--- config.mk ---
export PLATFORM = sky130hd
export DESIGN_NAME = adq_seq_ctrl
export DESIGN_NICKNAME = d
export VERILOG_FILES = /design/src/rtl/adq_pkg.sv /design/src/rtl/adq_sample_counter.sv /design/src/rtl/adq_seq_ctrl.sv
export SDC_FILE = /design/constraint.sdc
export NUM_CORES = 1
export LEC_CHECK = 0
export CAP_MARGIN = 20
export CORE_UTILIZATION = 49
export CTS_BUF_LIST = sky130_fd_sc_hd__clkbuf_8 sky130_fd_sc_hd__clkbuf_16
export DETAILED_ROUTE_END_ITERATION = 7
export GPL_TIMING_DRIVEN = 0
export PLACE_DENSITY = 0.78
export SYNTH_ARGS = -nofsm -noshare
export SYNTH_HDL_FRONTEND = slang
export SYNTH_HIERARCHICAL = 1
export SYNTH_SLANG_ARGS = --single-unit
--- constraint.sdc ---
create_clock -name clk -period 2.5 [get_ports clk]
set_clock_uncertainty 0.05 [all_clocks]
set_input_delay 0.5 -clock clk [delete_from_list [all_inputs] [get_ports clk]]
set_output_delay 0.5 -clock clk [all_outputs]
set_load 0.01 [all_outputs]
--- src/rtl/adq_pkg.sv ---
// Shared types and default constants for the ADC acquisition sequencer.
package adq_pkg;

  typedef enum logic [2:0] {
    IDLE     = 3'd0,
    START    = 3'd1,
    WAIT_EOC = 3'd2,
    READ     = 3'd3,
    WRITE    = 3'd4,
    DONE     = 3'd5,
    ERR      = 3'd6
  } adq_state_t;

  localparam int N_SAMPLES_DEF   = 16;
  localparam int ADDR_W_DEF      = 4;
  localparam int DATA_W_DEF      = 8;
  localparam int SC_CYCLES_DEF   = 2;
  localparam int EOC_TIMEOUT_DEF = 255;

endpackage

--- src/rtl/adq_sample_counter.sv ---
// Sample-address up-counter: synchronous clear, enable, saturates at LIMIT-1
// and flags that terminal value on tc.
module adq_sample_counter
  import adq_pkg::*;
#(
  parameter int ADDR_W = ADDR_W_DEF,
  parameter int LIMIT  = N_SAMPLES_DEF
) (
  input  logic              clk,
  input  logic              rst,
  input  logic              clr,
  input  logic              en,
  output logic [ADDR_W-1:0] count,
  output logic              tc
);

  localparam logic [ADDR_W-1:0] LAST = ADDR_W'(LIMIT - 1);

  assign tc = (count == LAST);

  // Count register; holds at LAST so the address never wraps.
  always_ff @(posedge clk or posedge rst) begin
    if (rst)
      count <= '0;
    else if (clr)
      count <= '0;
    else if (en && !tc)
      count <= count + 1'b1;
  end

endmodule

--- src/rtl/adq_seq_ctrl.sv ---
// ADC acquisition sequencer: runs N_SAMPLES start/wait/read/write cycles per
// init request, answers with a four-phase ack and flags EOC timeouts.
module adq_seq_ctrl
  import adq_pkg::*;
#(
  parameter int N_SAMPLES   = N_SAMPLES_DEF,
  parameter int ADDR_W      = ADDR_W_DEF,
  parameter int DATA_W      = DATA_W_DEF,
  parameter int SC_CYCLES   = SC_CYCLES_DEF,
  parameter int EOC_TIMEOUT = EOC_TIMEOUT_DEF
) (
  input  logic              clk,
  input  logic              rst,
  input  logic              init,
  input  logic              abort,
  input  logic              eoc,
  input  logic [DATA_W-1:0] adc_data,
  output logic              sc,
  output logic              cs,
  output logic              rc,
  output logic              w,
  output logic [ADDR_W-1:0] mem_addr,
  output logic [DATA_W-1:0] mem_data,
  output logic              ack,
  output logic              busy,
  output logic              err
);

  localparam int TMR_W = $clog2(EOC_TIMEOUT + 1);
  localparam int SC_W  = $clog2(SC_CYCLES + 1);
  localparam logic [TMR_W-1:0] TMR_LAST = TMR_W'(EOC_TIMEOUT - 1);
  localparam logic [SC_W-1:0]  SC_LAST  = SC_W'(SC_CYCLES - 1);

  adq_state_t        state;
  adq_state_t        nxt;
  logic [SC_W-1:0]   sc_cnt;
  logic [TMR_W-1:0]  timer;
  logic              err_q;
  logic [ADDR_W-1:0] count;
  logic              tc;
  logic              cnt_clr;
  logic              cnt_en;

  adq_sample_counter #(
    .ADDR_W (ADDR_W),
    .LIMIT  (N_SAMPLES)
  ) u_count (
    .clk   (clk),
    .rst   (rst),
    .clr   (cnt_clr),
    .en    (cnt_en),
    .count (count),
    .tc    (tc)
  );

  // State register.
  always_ff @(posedge clk or posedge rst) begin
    if (rst)
      state <= IDLE;
    else
      state <= nxt;
  end

  // Next-state decode; abort takes priority over eoc and timeout in active states.
  always_comb begin
    nxt     = state;
    cnt_clr = 1'b0;
    cnt_en  = 1'b0;
    case (state)
      IDLE: begin
        if (init) begin
          nxt     = START;
          cnt_clr = 1'b1;
        end
      end
      START: begin
        if (abort)
          nxt = IDLE;
        else if (sc_cnt == SC_LAST)
          nxt = WAIT_EOC;
      end
      WAIT_EOC: begin
        if (abort)
          nxt = IDLE;
        else if (eoc)
          nxt = READ;
        else if (timer == TMR_LAST)
          nxt = ERR;
      end
      READ: begin
        nxt = abort ? IDLE : WRITE;
      end
      WRITE: begin
        if (abort)
          nxt = IDLE;
        else if (tc)
          nxt = DONE;
        else begin
          nxt    = START;
          cnt_en = 1'b1;
        end
      end
      DONE, ERR: begin
        if (!init)
          nxt = IDLE;
      end
      default: nxt = IDLE;
    endcase
  end

  // Start-conversion pulse length counter; zero whenever leaving START.
  always_ff @(posedge clk or posedge rst) begin
    if (rst)
      sc_cnt <= '0;
    else if (state == START && nxt == START)
      sc_cnt <= sc_cnt + 1'b1;
    else
      sc_cnt <= '0;
  end

  // EOC wait timer; cleared in START so it is zero on WAIT_EOC entry.
  always_ff @(posedge clk or posedge rst) begin
    if (rst)
      timer <= '0;
    else if (state == START)
      timer <= '0;
    else if (state == WAIT_EOC && !eoc && timer != TMR_LAST)
      timer <= timer + 1'b1;
  end

  // Sticky error flag: set on timeout, cleared only when a new run starts.
  always_ff @(posedge clk or posedge rst) begin
    if (rst)
      err_q <= 1'b0;
    else if (state == IDLE && init)
      err_q <= 1'b0;
    else if (state == WAIT_EOC && nxt == ERR)
      err_q <= 1'b1;
  end

  // ADC data capture at the end of the READ cycle.
  always_ff @(posedge clk or posedge rst) begin
    if (rst)
      mem_data <= '0;
    else if (state == READ)
      mem_data <= adc_data;
  end

  assign sc       = (state == START);
  assign cs       = (state == START) || (state == WAIT_EOC) || (state == READ);
  assign rc       = (state == READ);
  assign w        = (state == WRITE);
  assign ack      = (state == DONE) || (state == ERR);
  assign busy     = (state == START) || (state == WAIT_EOC) ||
                    (state == READ)  || (state == WRITE);
  assign err      = err_q;
  assign mem_addr = count;

endmodule

Word-level counts from Yosys, hierarchy flattened
Cells that the tools add are included.
{"block": "word_totals", "out_inout_bits": 19, "reg_bits": 26, "elab_cells": 61, "input_bits": 13}
{"block": "op_classes", "muxes": 23, "reduce_logical": 17, "n_eq_ne": 12, "n_addsub": 3}
{"operator": "3-bit 2-to-1 mux", "count": 10}
{"operator": "3-bit case mux with 6 select lines", "count": 1}
{"operator": "8-bit 2-to-1 mux", "count": 2}
{"operator": "3-bit == test, second input constant", "count": 4}
{"operator": "8-bit by 1-bit adder with 8-bit output, second input constant", "count": 1}
{"operator": "8-bit == test, second input constant", "count": 1}
{"operator": "4-bit 2-to-1 mux", "count": 2}
{"operator": "8-bit != test, second input constant", "count": 1}
{"operator": "1-bit 2-to-1 mux", "count": 7}
{"operator": "3-bit by 1-bit == test with 1-bit output, second input constant", "count": 2}
{"operator": "3-bit by 2-bit == test with 1-bit output, second input constant", "count": 2}
{"operator": "1-bit logical AND", "count": 6}
{"operator": "2-bit nonzero test", "count": 3}
{"operator": "4-bit by 1-bit adder with 4-bit output, second input constant", "count": 1}
{"operator": "4-bit == test, second input constant", "count": 1}
{"operator": "1-bit logical OR", "count": 4}
{"operator": "3-bit logical NOT", "count": 1}
{"operator": "2-bit by 1-bit adder with 2-bit output, second input constant", "count": 1}
{"operator": "2-bit by 1-bit == test with 1-bit output, second input constant", "count": 1}
{"operator": "1-bit logical NOT", "count": 2}
{"operator": "2-bit 2-to-1 mux", "count": 1}
{"operator": "2-bit OR reduction", "count": 1}

Depth between registers and ports, before layout
{"block": "depth", "ltp_word": 9, "depth_mapped": 7, "mapped_depth_nobuf": 6}

By module
Netlist, hierarchy kept.
{"module": "adq_seq_ctrl", "instances": 1, "seq_area_each_um2": 550.5, "area_each_um2": 1192.4, "cells_each": 114}
{"module": "adq_sample_counter", "instances": 1, "seq_area_each_um2": 100.1, "area_each_um2": 232.7, "cells_each": 21}

Worst setup path after synthesis
OpenSTA, ideal clock, no wires.
{"block": "synth_path", "path_kind": "register -> register", "startpoint": "register state[2]", "endpoint": "register u_count.count[0]", "setup_time_ps": 125, "stages_incl_launch_ff": 7, "path_slack_ps": 383, "t_arrival_ps": 1942, "t_required_ps": 2325, "path_buffers": 1, "period_less_slack_ps": 2117, "cell_sequence": "dfrtp_1 -> clkbuf_1 -> inv_1 -> nor3_1 -> nor3b_1 -> nor2b_4 -> mux2_4"}
{"block": "synth_between", "elab_chain_cells": 4, "elab_cells_between_ends": 7, "classes_between": "eq/ne (1); mux (3); reduce/logical (3)"}
{"item": "start: declaration", "line": "adq_seq_ctrl.sv:34", "source": "adq_state_t state;"}
{"item": "start signal: assignment", "line": "adq_seq_ctrl.sv:61", "source": "state <= nxt;"}
{"item": "3-bit == test"}
{"item": "net w", "line": "adq_seq_ctrl.sv:21", "source": "output logic w,"}
{"item": "1-bit 2-to-1 mux", "line": "adq_seq_ctrl.sv:69", "source": "case (state)"}
{"item": "net cnt_en", "line": "adq_seq_ctrl.sv:42", "source": "logic cnt_en;"}
{"item": "1-bit logical AND", "line": "adq_sample_counter.sv:27", "source": "else if (en && !tc)"}
{"item": "2-bit nonzero test (no source line)"}
{"item": "end signal: assignment", "line": "adq_sample_counter.sv:28", "source": "count <= count + 1'b1;"}
{"item": "end: declaration", "line": "adq_sample_counter.sv:13", "source": "output logic [ADDR_W-1:0] count,"}
The timed path passes the listed nets, and every way through them passes these cells.
A chain may end at the register's enable or synchronous reset.

Worst setup path in the final report
{"block": "layout_path", "startpoint": "register state[2]", "endpoint": "output port w"}
{"block": "layout_between", "elab_chain_cells": 1}
{"item": "3-bit == test", "line": "adq_seq_ctrl.sv:152", "source": "assign w = (state == WRITE);"}
{"item": "end: declaration", "line": "adq_seq_ctrl.sv:21"}
Every way passes these cells.

==> load_flow_metrics.sql <==
INSERT INTO impl_metrics (metric_group, metric, value, unit) VALUES
('timing', 'final.period_utilization', '0.957', ''),
('timing', 'tns', '0', 'ns'),
('placement', 'postPlaceCellArea', '1770', 'sq um'),
('synth', 'synth_fp_nets', '152', ''),
('placement', 'numPortBuffers', '31', ''),
('floorplanning', 'die_area', '3130', 'sq um'),
('timing', 'worst_margin_pin_slew', '1.00', 'ns'),
('synth', 'synth_enable_flop_cells', '0', ''),
('clock_network', 'h_tree_levels', '1', ''),
('synth', 'syn_avg_cell_area', '10.6', 'sq um'),
('clock_network', 'clock_path_buffers', '2', ''),
('timing', 'hold_ws', '0.373', 'ns'),
('final_layout', 'postLayoutCellArea', '1830', 'sq um'),
('synth', 'postSynthRegisterBits', '26', ''),
('timing', 'max_slew_margin', '0.322', ''),
('clock_network', 'tritoncts_buffer_count', '3', ''),
('power', 'vdd_ir_drop_max', '0.518', 'mV'),
('final_layout', 'mostFrequentLayoutCell', 'sky130_fd_sc_hd__clkdlybuf4s50_1', ''),
('timing', 'setup_viol_count_final', '0', ''),
('clock_network', 'cts_setup_buffers', '0', ''),
('timing', 'clock.fmax', '418', 'MHz'),
('grt', 'initial_antenna_violation_count', '0', ''),
('run', 'max_cap_violations', '0', ''),
('timing', 'setup_repair_after_global_routing_missed_its_margin', 'false', ''),
('final_layout', 'fraction_of_layout_cells_with_a_size_suffix_above_1', '0.154', ''),
('routing', 'route.antenna.remaining_nets', '0', ''),
('routing', 'drt-total-wl', '3040', 'microns'),
('hold_path', 'worstHoldPathType', 'input port to async pin', ''),
('setup_path', 'worst-endpoint-required', '1.95', 'ns'),
('floorplanning', 'width_of_the_die', '55.9', 'microns'),
('floorplanning', 'top_level_ports', '32', ''),
('grt', 'grt_first_pass_wirelength', '5330', 'microns'),
('grt', 'gr-total-overflow', '0', ''),
('setup_path', 'worst-endpoint-arrival', '1.84', 'ns'),
('synth', 'ys_types', '44', ''),
('synth', 'yosysWarnings', '6', ''),
('synth', 'yosysTopAreaCellShare', '0.457', ''),
('setup_path', 'max_fanout_on_critical_path', '10', ''),
('floorplanning', 'placement_rows', '19', ''),
('synth', 'synth_ff_type', 'sky130_fd_sc_hd__dfrtp_1', ''),
('synth', 'syn_area', '1430', 'sq um'),
('clock_network', 'cts_num_sinks', '26', ''),
('clock_network', 'cts_hold_repair.buffers', '0', ''),
('synth', 'postSynthCellCount', '135', ''),
('synth', 'synth.yosys.seq_area_share', '0.457', ''),
('routing', 'drt_drc_violations_left', '0', ''),
('synth', 'post-synth-top-area-cell', 'sky130_fd_sc_hd__dfrtp_1', ''),
('timing', 'maxSlewViolCount', '0', ''),
('floorplanning', 'floorplan.core_area', '2760', 'sq um'),
('timing', 'finalHoldViolCount', '0', ''),
('placement', 'finalWeightedCongestion', '0.851', ''),
('power', 'power_leakage', '0.753', 'nW'),
('routing', 'firstDrtPassIters', '4', ''),
('setup_path', 'cp-start-kind', 'flip-flop', ''),
('setup_path', 'critPathCaptureType', 'primary output', ''),
('final_layout', 'layout.nets', '187', ''),
('power', 'cellPowerDensity', '782', 'nW/um^2'),
('final_layout', 'flow.area_growth_from_synthesis', '28.7', '%'),
('final_layout', 'finish.utilization', '0.665', ''),
('clock_network', 'clk_root_buffer_cell', 'sky130_fd_sc_hd__clkbuf_8', ''),
('final_layout', 'final_cell_mix', 'sky130_fd_sc_hd__clkdlybuf4s50_1 (31), sky130_fd_sc_hd__dfrtp_1 (26), sky130_fd_sc_hd__mux2_2 (8)', ''),
('final_layout', 'fillCellCount', '232', ''),
('placement', 'hpwl', '2130', 'microns'),
('floorplanning', 'die-height', '55.9', 'microns'),
('routing', 'first_iter_violations', '31', ''),
('timing', 'period_needed', '2.39', 'ns'),
('routing', 'via_per_inst', '5.83', ''),
('clock_network', 'clkLatencyLatePin', '0.27', 'ns'),
('clock_network', 'tritoncts', 'yes', ''),
('grt', 'pin_count_of_the_biggest_net_entering_global_routing', '23', ''),
('floorplanning', 'initial_utilization', '0.517', ''),
('synth', 'asyncSetResetFlopFracSynth', '1.00', ''),
('final_layout', 'antenna_cells', '0', ''),
('clock_network', 'clk_pin_slew', '0.09', 'ns'),
('setup_path', 'path_class', 'flip-flop to primary output', ''),
('grt', 'groute.usage.overall', '0.215', ''),
('run_status', 'status', 'finished, final reports clean', ''),
('grt', 'via_count_of_the_first_global_routing_pass', '1174', ''),
('synth', 'leading_post_synthesis_cells_by_cell_area', 'sky130_fd_sc_hd__dfrtp_1 (46%), sky130_fd_sc_hd__mux2_2 (6.3%), sky130_fd_sc_hd__ha_1 (3.5%)', ''),
('routing', 'routed-via-count', '1165', ''),
('routing', 'routed_wirelength_normalized_by_instance_count', '15.2', 'microns');
[layer usage]
layer,GRT usage,up-vias,part of all wire
li1,-,563,-
met1,0.275,565,0.44
met5,0,-,0
met4,0.0871,0,0.014
met2,0.363,32,0.50
met3,0.0372,5,0.043
[synth_stat cells (3+ instances only)]
cell	count
sky130_fd_sc_hd__dfrtp_1	26
sky130_fd_sc_hd__o21ai_0	3
sky130_fd_sc_hd__and3_1	3
sky130_fd_sc_hd__nand3_1	3
sky130_fd_sc_hd__nor2b_1	3
sky130_fd_sc_hd__a211oi_1	3
sky130_fd_sc_hd__clkbuf_1	6
sky130_fd_sc_hd__a21oi_1	5
sky130_fd_sc_hd__nor3_1	4
sky130_fd_sc_hd__ha_1	4
sky130_fd_sc_hd__inv_1	7
sky130_fd_sc_hd__nand2b_1	5
sky130_fd_sc_hd__mux2i_1	4
sky130_fd_sc_hd__nand2_1	7
sky130_fd_sc_hd__mux2_2	8
sky130_fd_sc_hd__a41oi_1	3
sky130_fd_sc_hd__nor2_1	6
[worst paths after layout]
kind,to,start,slack [ns],cells past startpoint
worst max-delay path,w,state[2],0.11,4
worst min-delay path,u_count/count[0],rst,0.37,2
worst min register to register,sc_cnt[0],sc_cnt[0],0.40,1
max in group asynchronous,state[1],rst,1.22,2
worst max register to register,u_count/count[0],state[2],0.37,6
min in group clk,sc_cnt[0],sc_cnt[0],0.40,1
[repair_timing]
action | 4_1_cts | 5_1_grt
endpoints found under the setup margin | 3 | 1
endpoints found under the hold margin | 0 | 0
gates resized for setup | 5 | 1
[final cells by class]
| type | instances | area [sq um] | share of cell area |
|---|---|---|---|
| sequential | 26 | 651 | 0.355 |
| inverter | 7 | 26.3 | 0.0143 |
| buffer | 7 | 35.0 | 0.0191 |
| multi-input combinational | 94 | 718 | 0.392 |
| tap | 31 | 38.8 | 0.0211 |
| timing repair buffer | 31 | 310 | 0.169 |
| clock buffer | 4 | 55.1 | 0.0300 |
[cells by family after synthesis]
logic type	count (synthesis)	share of synthesized area
flops	26	0.457
compound gates	24	0.121
fa+ha+maj	4	0.0351
simple gates	52	0.238
xor+xnor	1	0.00615
buf+inv	15	0.0413
mux	13	0.102
[sequential cells by signal (all words and copies together), names as in the netlist]
register / count
sc_cnt: 2
state: 3
err: 1
timer: 8
mem_data: 8
u_count/count: 4
[power breakdown]
| group | switching, W | internal (W) | total, W |
|---|---|---|---|
| combinational | 0.000270 | 0.000332 | 0.000602 |
| sequential | 0.0000504 | 0.000509 | 0.000559 |
| clock | 0.000132 | 0.000141 | 0.000272 |
| total | 0.000452 | 0.000982 | 0.00143 |
[per-stage QoR]
step,total power (W),setup slack [ns],std cells
6_report,0.00143,0.108,200
5_1_grt,0.00152,0.00927,200
4_1_cts,0.00145,0.0536,200
3_5_place_dp,0.00116,0.0844,197
3_3_place_gp,0.00114,0.108,197
2_1_floorplan,0.000883,0.383,135
[critical path, stage by stage, from the launching register on]
cell,delay [ns]
sky130_fd_sc_hd__dfrtp_1,0.43
sky130_fd_sc_hd__clkbuf_2,0.25
sky130_fd_sc_hd__inv_1,0.10
sky130_fd_sc_hd__nor3_1,0.21
sky130_fd_sc_hd__clkdlybuf4s50_1,0.58
(Power assumes the default switching activity.)
